$ cat config.mk
export PLATFORM = sky130hd
export DESIGN_NAME = axi_wr_data_arbiter
export DESIGN_NICKNAME = d
export VERILOG_FILES = /design/src/rtl/axi_wr_data_arbiter.sv
export SDC_FILE = /design/constraint.sdc
export NUM_CORES = 1
export LEC_CHECK = 0
export CAP_MARGIN = 20
export CORE_AREA = 8 8 99 101
export DETAILED_ROUTE_END_ITERATION = 16
export DIE_AREA = 0 0 107 109
export PLACE_DENSITY_LB_ADDON = 0.15
export RECOVER_POWER = 50
export SLEW_MARGIN = 20
export SYNTH_ARGS = -nofsm -noshare
export SYNTH_HDL_FRONTEND = slang
export SYNTH_SLANG_ARGS = --single-unit
$ cat constraint.sdc
create_clock -name clk -period 5 [get_ports clk]
set_clock_uncertainty 0.15 [all_clocks]
set_input_delay 1 -clock clk [delete_from_list [all_inputs] [get_ports clk]]
set_output_delay 1 -clock clk [all_outputs]
set_load 0.01 [all_outputs]
$ cat src/rtl/axi_wr_data_arbiter.sv
`default_nettype none
// ============================================================================
//  Module   : axi_wr_data_arbiter
//  Purpose  : Round-robin, burst-locked arbiter sharing one AXI3 W channel
//             between NUM_REQ write masters. The grant is held from the first
//             beat until the wlast handshake, so beats are never interleaved.
//  Revision : 1.0  initial release
// ============================================================================
module axi_wr_data_arbiter #(
    parameter int NUM_REQ      = 4,
    parameter int ID_MAX_WIDTH = 12,
    parameter int DATA_WIDTH   = 32,
    parameter int MAX_BURST    = 16
) (
    input  logic                               clk,
    input  logic                               rst,
    input  logic [NUM_REQ-1:0]                 s_wvalid,
    output logic [NUM_REQ-1:0]                 s_wready,
    input  logic [NUM_REQ*ID_MAX_WIDTH-1:0]    s_wid,
    input  logic [NUM_REQ*DATA_WIDTH-1:0]      s_wdata,
    input  logic [NUM_REQ*DATA_WIDTH/8-1:0]    s_wstrb,
    input  logic [NUM_REQ-1:0]                 s_wlast,
    output logic                               m_wvalid,
    input  logic                               m_wready,
    output logic [ID_MAX_WIDTH-1:0]            m_wid,
    output logic [DATA_WIDTH-1:0]              m_wdata,
    output logic [DATA_WIDTH/8-1:0]            m_wstrb,
    output logic                               m_wlast,
    output logic [NUM_REQ-1:0]                 grant_oh,
    output logic [$clog2(MAX_BURST+1)-1:0]     beat_cnt,
    output logic                               len_err
);

    localparam int c_STRB_W = DATA_WIDTH / 8;
    localparam int c_PTR_W  = (NUM_REQ > 1) ? $clog2(NUM_REQ) : 1;
    localparam int c_CNT_W  = $clog2(MAX_BURST + 1);

    typedef enum logic [0:0] {
        ST_IDLE  = 1'b0,
        ST_BURST = 1'b1
    } state_t;

    state_t               r_state;
    logic [NUM_REQ-1:0]   r_grant_oh;
    logic [c_PTR_W-1:0]   r_gidx;
    logic [c_PTR_W-1:0]   r_rr_ptr;
    logic [c_CNT_W-1:0]   r_beat_cnt;
    logic                 r_len_err;

    logic                 w_pick_found;
    logic [c_PTR_W-1:0]   w_pick_idx;
    logic [NUM_REQ-1:0]   w_pick_oh;
    logic [c_PTR_W-1:0]   w_next_ptr;
    logic                 w_hs;
    int                   w_scan_idx;

    // Round-robin search: first requesting index at or after r_rr_ptr (scan
    // backwards so the lowest offset is the last one written and wins).
    always_comb begin
        w_pick_found = 1'b0;
        w_pick_idx   = '0;
        w_scan_idx   = 0;
        for (int k = NUM_REQ - 1; k >= 0; k--) begin
            w_scan_idx = int'(r_rr_ptr) + k;
            if (w_scan_idx >= NUM_REQ) begin
                w_scan_idx = w_scan_idx - NUM_REQ;
            end
            if (s_wvalid[c_PTR_W'(w_scan_idx)]) begin
                w_pick_found = 1'b1;
                w_pick_idx   = c_PTR_W'(w_scan_idx);
            end
        end
    end

    assign w_pick_oh  = {{(NUM_REQ-1){1'b0}}, 1'b1} << w_pick_idx;
    assign w_next_ptr = (r_gidx == c_PTR_W'(NUM_REQ - 1)) ? '0 : r_gidx + 1'b1;

    // AND-OR mux of the granted requester onto the downstream port; an empty
    // grant (IDLE) yields all-zero outputs and no ready to any requester.
    always_comb begin
        m_wvalid = 1'b0;
        m_wid    = '0;
        m_wdata  = '0;
        m_wstrb  = '0;
        m_wlast  = 1'b0;
        for (int i = 0; i < NUM_REQ; i++) begin
            if (r_grant_oh[i]) begin
                m_wvalid = s_wvalid[i];
                m_wid    = s_wid[i*ID_MAX_WIDTH +: ID_MAX_WIDTH];
                m_wdata  = s_wdata[i*DATA_WIDTH +: DATA_WIDTH];
                m_wstrb  = s_wstrb[i*c_STRB_W +: c_STRB_W];
                m_wlast  = s_wlast[i];
            end
        end
        s_wready = r_grant_oh & {NUM_REQ{m_wready}};
    end

    assign w_hs = m_wvalid & m_wready;

    // Arbitration FSM: grant on any request in IDLE, hold through wlast.
    always_ff @(posedge clk) begin
        if (rst) begin
            r_state    <= ST_IDLE;
            r_grant_oh <= '0;
            r_gidx     <= '0;
            r_rr_ptr   <= '0;
            r_beat_cnt <= '0;
            r_len_err  <= 1'b0;
        end else begin
            case (r_state)
                ST_IDLE: begin
                    if (w_pick_found) begin
                        r_grant_oh <= w_pick_oh;
                        r_gidx     <= w_pick_idx;
                        r_state    <= ST_BURST;
                    end
                end
                ST_BURST: begin
                    if (w_hs) begin
                        // A non-final beat when MAX_BURST-1 beats are already
                        // accepted means the burst is overlong.
                        if ((r_beat_cnt == c_CNT_W'(MAX_BURST - 1)) && !m_wlast) begin
                            r_len_err <= 1'b1;
                        end
                        if (m_wlast) begin
                            r_rr_ptr   <= w_next_ptr;
                            r_beat_cnt <= '0;
                            r_grant_oh <= '0;
                            r_state    <= ST_IDLE;
                        end else if (r_beat_cnt != {c_CNT_W{1'b1}}) begin
                            r_beat_cnt <= r_beat_cnt + 1'b1;
                        end
                    end
                end
                default: begin
                    r_state    <= ST_IDLE;
                    r_grant_oh <= '0;
                end
            endcase
        end
    end

    assign grant_oh = r_grant_oh;
    assign beat_cnt = r_beat_cnt;
    assign len_err  = r_len_err;

endmodule
`default_nettype wire

== Yosys cells after proc, flatten, opt, wreduce, memory -nomap -nowiden ==
Index checks and enable logic that the tools add are counted.

* Output and inout bits: 64
* Bits in registers: 15

* Bitwise logic cells: 3
* $lt $le $gt $ge: 8
* Equal/unequal tests: 6
* Shifts and indexed selects: 1
* $add $sub $neg: 9
* Reduce and logical (&&, ||, !) cells: 8
* Muxes and demuxes: 55

{| class="wikitable"
|+ Operator list
! kind !! number
|-
| $mux 32 || 4
|-
| $mux 12 || 4
|-
| $mux 4 || 7
|-
| $mux 1 || 23
|-
| $mux 2 || 9
|-
| $lt 2x4->1 const B || 4
|-
| $reduce_and 3->1 || 4
|-
| $mux 5 || 2
|-
| $ge 3x3->1 const B || 3
|-
| $bmux 1 s2 || 4
|-
| $pmux 4 s2 || 1
|-
| $sub 2x1->2 const B || 4
|-
| $add 2x2->3 const B || 2
|-
| $add 5x1->5 const B || 1
|-
| $eq 5x4->1 const B || 1
|-
| $ne 5x5->1 const B || 1
|-
| $and 4x4->4 || 1
|-
| $ne 2x2->1 const B || 2
|-
| $shl 1x2->4 const A || 1
|-
| $add 2x1->3 const B || 1
|-
| $ge 2x3->1 const B || 1
|-
| $add 2x1->2 const B || 1
|-
| $eq 2x2->1 const B || 1
|-
| $ne 2x1->1 const B || 1
|-
| 7 further kinds || 7
|}

== Longest topological paths before layout ==
Gate-level depths: netlist of run 1.

* Depth after elaboration: 13
* Mapped depth: 8
* Depth with buffers taken out: 8

== Worst setup path before layout of run 1 ==
Ideal clock, no wire load.

* Path type: register to output
* Start: register r_grant_oh[1] (netlist: grant_oh[1])
* End: output m_wdata[22]
* Path slack: 2133 ps
* Cell stages (with the launch flop): 9
* Buffers on the path: 3
* Data arrival time: 1717 ps
* Path through: dfxtp_1 > buf_6 > nor2b_1 > clkbuf_1 > buf_1 > a22oi_1 > nor2_1 > a21oi_1 > o21ai_0

* Word-level cells in the longest chain between the ends: 3

{| class="wikitable"
|+ RTL lines
! item !! line !! source
|-
| from (decl) || 44 || <nowiki>logic [NUM_REQ-1:0] r_grant_oh;</nowiki>
|-
| from (signal assigned) || 113 || <nowiki>r_grant_oh <= w_pick_oh;</nowiki>
|-
| $mux 32 (3 in series) || 87 || <nowiki>if (r_grant_oh[i]) begin</nowiki>
|-
| to (decl) || 26 || <nowiki>output logic [DATA_WIDTH-1:0] m_wdata,</nowiki>
|}

Every way passes these cells.

== Worst setup path in the final report of run 1 ==
* Start: input s_wvalid[1]
* End: output m_wvalid

* Word-level cells in the longest chain between the ends: 3

{| class="wikitable"
|+ RTL lines
! item !! line !! source
|-
| from (decl) || 17 || <nowiki>input logic [NUM_REQ-1:0] s_wvalid,</nowiki>
|-
| $mux 1 (3 in series) || 87 ||
|-
| to (decl) || 23 || <nowiki>output logic m_wvalid,</nowiki>
|}

Every way passes these cells.

==> reports/qor.csv, run 1 <==
stage;metric;value;unit
critical_path;Worst Setup SP;s_wvalid[1];
critical_path;CP Class;in -> out;
synth;Synth Cell Area;2240;um^2
synth;area share of the largest cell type after synthesis;0.161;
timing;Relative slew margins;0.00570;
placed_design;post-DP HPWL;11200;um
floorplan;die width;107;um
timing;fmax;240;MHz
timing;Hold Fails Final Rpt;0;
routing;via count;3694;
timing;setup TNS;0;ns
clock_tree;CTS sink cnt;15;
floorplan;Rows;34;
finish;Post-Route Utilization;0.592;
power_and_ir_drop;Static Leak;1.84;nW
critical_path;Critical Path AT;3.01;ns
finish;commonest non-fill, non-tap cell in the layout;clkdlybuf4s50_1;
timing;fin crit period;4.16;ns
timing;WHS;0.336;ns
synth;count of cell types in the netlist;40;
synth;leading area contributor after synthesis;a22oi_1;
clock_tree;clk_lat worst skew;0.25;ns
timing;Final Max Tran Viols;0;
synth;async set-reset flop share out of synthesis;0;
floorplan;IO Count;267;
synth;Post-synth top flop;dfxtp_1;
critical_path;Critical Path End;m_wvalid;
global_route;gr ovfl total;0;
synth;Seq/Total Area, Yosys;0.134;
critical_path;setup slack, reg-to-reg;1.72;ns
finish;layout cell share with drive strength beyond 1;0.0290;
critical_path;critical path launch point type;primary input;
timing;unrepaired setup endpoints after global routing;false;
timing;Final Cycle Share;0.832;
clock_tree;clk buf depth;2;
global_route;GRT Total Usage;0.215;
routing;drt first-iter violations;195;
power_and_ir_drop;worst vdd ir;0.121;mV
floorplan;core region area;8380;um^2
status;status;finished clean;
finish;diodes inserted;0;
critical_path;worst path cell trace;dlygate4sd3_1, a211oi_1, a211oi_1, clkdlybuf4s50_1;
critical_path;Reg-to-Reg Start;grant_oh[2]$_SDFFE_PP0P_;
synth;syn_area_per_cell;5.87;um^2
floorplan;DIE AREA;11700;um^2
synth;yosys warns;0;
critical_path;Worst Path Max Fanout;6;
clock_tree;post-CTS setup repair buffer count;0;
finish;Area Growth Syn to Fin;121;%
clock_tree;CTS tree;done;
critical_path;critical path's slowest cell;clkdlybuf4s50_1;
clock_tree;htree depth;1;
floorplan;Initial Utilization;0.268;
placed_design;# port buffers;266;
placed_design;Post-DP Area;4940;um^2
finish;Finished Cell Area;4960;um^2
routing;Total Routed Length;13800;um
synth;syn nets;589;
clock_tree;Worst-path clk slew;0.07;ns
synth;Syn Inst Count;382;
min_path;hold depth;2;
clock_tree;clock root buffer;clkbuf_8;
critical_path;WP data required;3.85;ns
routing;Post-route DRC;0;
floorplan;die span in y;109;um
min_path;worst min-delay path category;reg -> reg;
routing;First-pass DRT Iterations;6;
global_route;largest net degree at the start of global routing;86;
run;max-capacitance violation count;0;
clock_tree;# resized after CTS;0;
critical_path;Critical Path Most Common Cell;a211oi_1;
global_route;first-pass GRT wire length;19900;um
global_route;vias in the first global route;3446;
routing;vias per std cell;5.07;
timing;Setup-failing EPs final;0;
clock_tree;Num CTS Buffers;3;
placed_design;gpl congestion;0.874;
critical_path;endpoint class of the critical path;primary output;
finish;most frequent cells in the layout;clkdlybuf4s50_1, a21oi_1, nor2_1, nand2_1, o21ai_0;
power_and_ir_drop;PD cells;126;nW/um^2
routing;Avg WL per Cell;19.0;um
timing;Worst Max-Slew Pin Slew;1.49;ns
synth;synthesis-stage register bit count;15;
clock_tree;CTS Hold Buffers Added;0;
critical_path;Worst Reg-to-Reg Cells;5;
critical_path;Worst path max stage delay;0.65;ns
finish;nets;828;
global_route;antenna violations before repair;1;
routing;antenna-violating nets left;0;
synth;Post-synth EDFFs;0;
critical_path;FF-to-FF End;r_rr_ptr[0]$_SDFFE_PP0P_;
synth;Area contributors post-synth;a22oi_1, a21oi_1, dfxtp_1, o21ai_0, nor2_1;
layout make-up:
cell class	count	area (um^2)
clock buffer	3	41.3
tap	108	135
timing repair buffer	271	2700
sequential	15	304
inverter	9	33.8
fill	778	3420
clock inverter	1	5.00
multi-input combinational	321	1740
flip-flops by register name (all words and copies together), names as in the netlist:
| register | flops |
|---|---|
| r_gidx | 2 |
| grant_oh | 4 |
| r_state | 1 |
| len_err | 1 |
| beat_cnt | 5 |
| r_rr_ptr | 2 |
per-layer routing:
metal,share of wire,global-route usage
met1,0.39,0.252
met2,0.51,0.387
met3,0.077,0.0420
met4,0.020,0.0593
met5,0.00065,0
synth_stat cells, types with 2 or more instances:
| library cell | n |
|---|---|
| nor3b_1 | 3 |
| nand3b_1 | 3 |
| o21ai_0 | 50 |
| and2_1 | 5 |
| or4_1 | 2 |
| nand4b_1 | 2 |
| nand2_1 | 53 |
| or3_1 | 3 |
| clkbuf_1 | 27 |
| a211oi_2 | 2 |
| a21oi_1 | 62 |
| dfxtp_1 | 15 |
| nor2b_1 | 3 |
| a22oi_1 | 48 |
| nand3_1 | 5 |
| nor2_1 | 55 |
| buf_1 | 7 |
| nand2b_1 | 3 |
| o31ai_1 | 2 |
| ha_1 | 4 |
| inv_1 | 9 |
report_power, final:
group,internal (W),switching [W]
Clock,0.0000553,0.0000483
Combinational,0.000248,0.000139
Sequential,0.000123,0.0000117
Total,0.000426,0.000199
per-stage QoR:
| step | power, W | setup slack, ns | instances |
|---|---|---|---|
| after floorplan | 0.000257 | 2.13 | 382 |
| after global placement | 0.000524 | 1.19 | 724 |
| after detailed placement | 0.000530 | 1.16 | 724 |
| after CTS | 0.000634 | 1.05 | 728 |
| after global routing | 0.000662 | 0.635 | 728 |
| final | 0.000625 | 0.842 | 728 |
critical path, delay by kind of cell:
| kind | cells | cell delay (ns) |
|---|---|---|
| buffers and inverters | 2 | 1.29 |
| AOI/OAI and AO/OA | 2 | 0.72 |
worst min-delay path by stage:
stage,from,end
final,r_gidx[1]$_SDFFE_PP0P_,r_gidx[1]$_SDFFE_PP0P_
after global routing,r_gidx[1]$_SDFFE_PP0P_,r_gidx[1]$_SDFFE_PP0P_
after CTS,r_gidx[1]$_SDFFE_PP0P_,r_gidx[1]$_SDFFE_PP0P_
after detailed placement,r_gidx[1]$_SDFFE_PP0P_,r_gidx[1]$_SDFFE_PP0P_
after global placement,r_gidx[1]$_SDFFE_PP0P_,r_gidx[1]$_SDFFE_PP0P_
after floorplan,r_gidx[1]$_SDFFE_PP0P_,r_gidx[1]$_SDFFE_PP0P_
kinds of logic after synthesis:
family	Yosys count	share of synthesized area
buffers and inverters	46	0.0826
adders and majority gates	4	0.0223
muxes	1	0.00446
DFF	15	0.134
and+or+nand+nor	145	0.297
AOI/OAI and AO/OA	171	0.460
Note: power is estimated with default switching activity, not from simulation.
==> inputs of run 2 (changes only) <==
Settings changed: CORE_AREA 8 8 99 101 to not set, CORE_MARGIN set to 8, CORE_UTILIZATION set to 27, DIE_AREA 0 0 107 109 to not set.
Clock period 5 ns to 3.9 ns, I/O delays scaled along.
==> reports/qor.csv, run 2 (synthesis gave the netlist of run 1 again) <==
stage;metric;value;unit;change
status;status;finished clean;;
timing;setup TNS;0;ns;unchanged
finish;FF+latch area;307;um^2;+0.82%
min_path;Hold EP;r_gidx[1]$_SDFFE_PP0P_;;
timing;Setup-failing EPs final;0;;unchanged
finish;footprint of the multi-input gates;1730;um^2;-0.65%
global_route;largest net degree at the start of global routing;74;;-14%
clock_tree;clk_lat worst skew;0.24;ns;about the same
routing;Post-route DRC;0;;unchanged
timing;Hold Fails Final Rpt;0;;unchanged
timing;Worst Max-Slew Pin Slew;0.728;ns;-0.764 ns
critical_path;CP Class;reg -> out;;
global_route;gr ovfl total;0;;unchanged
critical_path;endpoint class of the critical path;primary output;;
placed_design;Cells after DPL;723;;-0.14%
critical_path;WP data required;2.97;ns;-0.88 ns
clock_tree;clk buf depth;2;;unchanged
global_route;GRT Total Usage;0.221;;+0.00633
global_route;met1 global-route usage;0.261;;+0.00874
power_and_ir_drop;Static Leak;1.83;nW;-0.16%
timing;Relative slew margins;0.515;;+0.509
finish;nets;830;;+0.24%
critical_path;Critical Path AT;2.60;ns;-0.41 ns
critical_path;setup slack, reg-to-reg;1.18;ns;-0.54 ns
floorplan;Rows;33;;-2.9%
finish;diodes inserted;0;;unchanged
routing;drt first-iter violations;252;;+29%
routing;via count;3731;;+1.0%
floorplan;die span in y;107;um;-1.7%
critical_path;Worst Path Max Fanout;62;;+56
global_route;busiest grt layer;met2;;
power_and_ir_drop;worst vdd ir;0.204;mV;+69%
clock_tree;Worst-path clk slew;0.06;ns;about the same
routing;Total Routed Length;14200;um;+2.5%
power_and_ir_drop;Tot Pwr;0.000795;W;+27%
min_path;worst hold start;r_gidx[1]$_SDFFE_PP0P_;;
floorplan;Initial Utilization;0.276;;+0.00811
clock_tree;CTS tree;done;;
finish;layout cell share with drive strength beyond 1;0.0273;;-0.00170
run;max-capacitance violation count;0;;unchanged
placed_design;gpl congestion;0.907;;+3.9%
finish;Area Growth Syn to Fin;122;%;
placed_design;post-DP HPWL;11500;um;+2.9%
clock_tree;CTS sink cnt;15;;unchanged
clock_tree;htree depth;1;;unchanged
clock_tree;CTS Hold Buffers Added;0;;unchanged
global_route;antenna violations before repair;1;;unchanged
power_and_ir_drop;PD cells;160;nW/um^2;+27%
placed_design;Post-DP Area;4980;um^2;+0.73%
global_route;first-pass GRT wire length;20200;um;+1.8%
floorplan;DIE AREA;11500;um^2;-1.6%
timing;Final Max Tran Viols;0;;unchanged
timing;unrepaired setup endpoints after global routing;false;;
routing;antenna-violating nets left;0;;unchanged
min_path;hold depth;2;;unchanged
floorplan;core region area;8130;um^2;-2.9%
timing;fmax;283;MHz;
global_route;met2 Use GR;0.413;;+0.0263
clock_tree;# resized after CTS;0;;unchanged
floorplan;IO Count;267;;unchanged
routing;Avg WL per Cell;19.5;um;+2.7%
global_route;GR Util met3;0.0426;;+0.000629
clock_tree;clock root buffer;clkbuf_8;;
finish;Final Non-Filler Cells;727;;-0.14%
finish;max reg flops;5;;unchanged
clock_tree;post-CTS setup repair buffer count;0;;unchanged
critical_path;Reg-to-Reg Start;grant_oh[1]$_SDFFE_PP0P_;;
timing;fin crit period;3.53;ns;
finish;most frequent cells in the layout;clkdlybuf4s50_1, a21oi_1, nor2_1, nand2_1, o21ai_0;;
finish;fill count;742;;-4.6%
critical_path;critical path launch point type;register;;
finish;Finished Cell Area;4970;um^2;+0.33%
routing;First-pass DRT Iterations;5;;-1
clock_tree;Num CTS Buffers;3;;unchanged
finish;commonest non-fill, non-tap cell in the layout;clkdlybuf4s50_1;;
floorplan;die width;107;um;+0.12%
min_path;worst min-delay path category;reg -> reg;;
critical_path;Worst Reg-to-Reg Cells;7;;+2
timing;Final Cycle Share;0.905;;
routing;vias per std cell;5.13;;+1.1%
critical_path;FF-to-FF End;r_rr_ptr[0]$_SDFFE_PP0P_;;
placed_design;# port buffers;266;;unchanged
global_route;vias in the first global route;3392;;-1.6%
## run 2: layout make-up
cell class	instances	share of cell area
timing repair buffer	273	0.548
multi-input combinational	321	0.348
sequential	15	0.0616
tap	105	0.0264
clock buffer	4	0.00906
inverter	9	0.00679
## run 2: through the flow
step                 util  hold slack, ns  setup WS (ns)
floorplan               -           0.290           1.25
global placement    0.612           0.308          0.562
detailed placement  0.612           0.309          0.551
CTS                 0.617           0.318          0.490
global route        0.611           0.342          0.207
finish              0.611           0.316          0.372
## run 2: worst max-delay path by stage
stage / startpoint / endpoint / slack [ns] / cells after the start
after floorplan: grant_oh[1]$_SDFFE_PP0P_ / m_wdata[22] / 1.25 / 8
after global placement: s_wvalid[1] / m_wvalid / 0.56 / 4
after detailed placement: s_wvalid[1] / m_wvalid / 0.55 / 4
after CTS: grant_oh[0]$_SDFFE_PP0P_ / m_wid[8] / 0.49 / 7
after global routing: grant_oh[3]$_SDFFE_PP0P_ / m_wdata[26] / 0.21 / 4
final: grant_oh[3]$_SDFFE_PP0P_ / m_wdata[22] / 0.37 / 4
## run 2: per-layer routing
layer | vias up | wire length [um]
li1 | 1853 | -
met1 | 1708 | 5530
met2 | 156 | 7420
met3 | 12 | 1120
met4 | 2 | 111
met5 | - | 13
## run 2: report_power, final
| group | switching, W | internal [W] |
|---|---|---|
| Sequential | 0.0000133 | 0.000157 |
| Combinational | 0.000179 | 0.000322 |
| Clock | 0.0000516 | 0.0000721 |
## run 2: critical path: stages, from the launching register on
cell	delay, ns
dfxtp_2	0.79
clkbuf_4	0.68
nand2_1	0.10
o21ai_0	0.09
dlygate4sd3_1	0.68
==> inputs of run 3 (changes only) <==
Settings changed: PLACE_DENSITY set to 0.89, PLACE_DENSITY_LB_ADDON 0.15 to not set, RECOVER_POWER 50 to not set.
==> reports/qor.csv, run 3 (synthesis gave the netlist of run 1 again) <==
stage;metric;value;unit;change
status;status;finished clean;;
clock_tree;CTS Hold Buffers Added;0;;unchanged
finish;most frequent cells in the layout;clkdlybuf4s50_1, a21oi_1, nor2_1, nand2_1, o21ai_0;;
clock_tree;clk_lat worst skew;0.24;ns;about the same
clock_tree;CTS tree;done;;
timing;Worst Max-Slew Pin Slew;0.647;ns;-0.0801 ns
power_and_ir_drop;Static Leak;1.80;nW;-2.1%
global_route;gr ovfl total;0;;unchanged
critical_path;WP data required;2.97;ns;about the same
routing;Avg WL per Cell;19.1;um;-2.0%
timing;setup TNS;0;ns;unchanged
floorplan;core region area;8130;um^2;unchanged
timing;Setup-failing EPs final;0;;unchanged
power_and_ir_drop;PD cells;161;nW/um^2;+0.90%
critical_path;Critical Path AT;2.53;ns;-0.07 ns
timing;Final Max Tran Viols;0;;unchanged
finish;Post-Route Utilization;0.614;;+0.00246
critical_path;endpoint class of the critical path;primary output;;
clock_tree;clock root buffer;clkbuf_8;;
global_route;antenna violations before repair;0;;-1
critical_path;worst path cell trace;nor2b_4, buf_4, a22oi_1, nor2_1, a21oi_1, o21ai_0, clkdlybuf4s50_1;;
global_route;vias in the first global route;3582;;+5.6%
routing;vias per std cell;5.11;;-0.34%
floorplan;DIE AREA;11500;um^2;unchanged
critical_path;critical path launch point type;register;;
clock_tree;htree depth;1;;unchanged
critical_path;Worst path max stage delay;0.61;ns;-0.18 ns
clock_tree;post-CTS setup repair buffer count;0;;unchanged
timing;unrepaired setup endpoints after global routing;false;;
critical_path;Crit path buffers/inverters;2;;unchanged
global_route;met1 global-route usage;0.234;;-0.0274
run;max-capacitance violation count;0;;unchanged
finish;max reg flops;5;;unchanged
timing;Hold Fails Final Rpt;0;;unchanged
critical_path;setup slack, reg-to-reg;1.32;ns;+0.14 ns
timing;fmax;289;MHz;+2.0%
routing;First-pass DRT Iterations;5;;unchanged
global_route;busiest grt layer;met2;;
clock_tree;Worst-path clk slew;0.06;ns;about the same
min_path;worst min-delay path category;reg -> reg;;
timing;fin crit period;3.46;ns;-0.0688 ns
routing;Total Routed Length;13900;um;-2.3%
routing;antenna-violating nets left;0;;unchanged
clock_tree;# resized after CTS;0;;unchanged
routing;Post-route DRC;0;;unchanged
finish;layout cell share with drive strength beyond 1;0.0323;;+0.00493
critical_path;Worst Path Max Fanout;18;;-71%
critical_path;critical path's slowest cell;clkdlybuf4s50_1;;
finish;Finished Cell Area;4990;um^2;+0.40%
routing;drt first-iter violations;222;;-12%
global_route;largest net degree at the start of global routing;69;;-6.8%
clock_tree;CTS sink cnt;15;;unchanged
finish;commonest non-fill, non-tap cell in the layout;clkdlybuf4s50_1;;
floorplan;die width;107;um;unchanged
routing;via count;3708;;-0.62%
finish;nets;828;;-0.24%
global_route;GRT Total Usage;0.217;;-0.00349
placed_design;Post-DP Area;4950;um^2;-0.55%
placed_design;# port buffers;266;;unchanged
clock_tree;Num CTS Buffers;3;;unchanged
placed_design;post-DP HPWL;11500;um;about the same
global_route;met2 Use GR;0.402;;-0.0110
placed_design;gpl congestion;0.886;;-2.4%
power_and_ir_drop;Tot Pwr;0.000805;W;+1.3%
global_route;GR Util met3;0.0558;;+0.0132
global_route;first-pass GRT wire length;20100;um;-0.72%
floorplan;die span in y;107;um;unchanged
timing;Final Cycle Share;0.887;;-0.0176
critical_path;crit-path leading delay family;buffers and inverters;;
power_and_ir_drop;worst vdd ir;0.144;mV;-29%
critical_path;CP Class;reg -> out;;
finish;Area Growth Syn to Fin;123;%;
floorplan;Initial Utilization;0.276;;unchanged
floorplan;IO Count;267;;unchanged
timing;Relative slew margins;0.568;;+0.0534
finish;diodes inserted;0;;unchanged
clock_tree;clk buf depth;2;;unchanged
floorplan;Rows;33;;unchanged
==> run 3: worst register-to-register path: stages, from the launching register on <==
cell and delay [ns]:
dfxtp_2 0.35, buf_4 0.49, a211oi_1 0.20, a211oi_2 0.49, nand4_2 0.30, or3_1 0.39
a21oi_1 0.14
==> run 3: metrics by stage <==
stage / setup slack (ns) / std cells / hold WS [ns]
2_1_floorplan: 1.25 / 382 / 0.290
3_3_place_gp: 0.517 / 721 / 0.301
3_5_place_dp: 0.520 / 721 / 0.310
4_1_cts: 0.380 / 725 / 0.318
5_1_grt: 0.180 / 725 / 0.333
6_report: 0.441 / 725 / 0.314
==> run 3: final cells by class <==
cell class | count | area (um^2)
Fill cell | 711 | 3140
Timing Repair Buffer | 271 | 2710
Multi-Input combinational cell | 321 | 1760
Sequential cell | 15 | 307
Tap cell | 105 | 131
Clock buffer | 4 | 45.0
Inverter | 9 | 33.8
==> run 3: path summary, 6_finish.rpt <==
kind,start,end,cells past startpoint
setup / recovery,grant_oh[0]$_SDFFE_PP0P_,m_wdata[22],7
hold / removal,r_gidx[1]$_SDFFE_PP0P_,r_gidx[1]$_SDFFE_PP0P_,2
setup reg to reg,grant_oh[1]$_SDFFE_PP0P_,r_rr_ptr[0]$_SDFFE_PP0P_,6
hold reg to reg,r_gidx[1]$_SDFFE_PP0P_,r_gidx[1]$_SDFFE_PP0P_,2
==> run 3: metal layers <==
metal,up-vias,part of all wire
met2,177,0.52
met1,1659,0.36
met3,24,0.087
met4,0,0.032
met5,-,0
li1,1848,-
==> run 3: report_power, final <==
part	internal [W]	switching (W)
Clock	0.0000722	0.0000524
Sequential	0.000157	0.0000112
Combinational	0.000325	0.000187
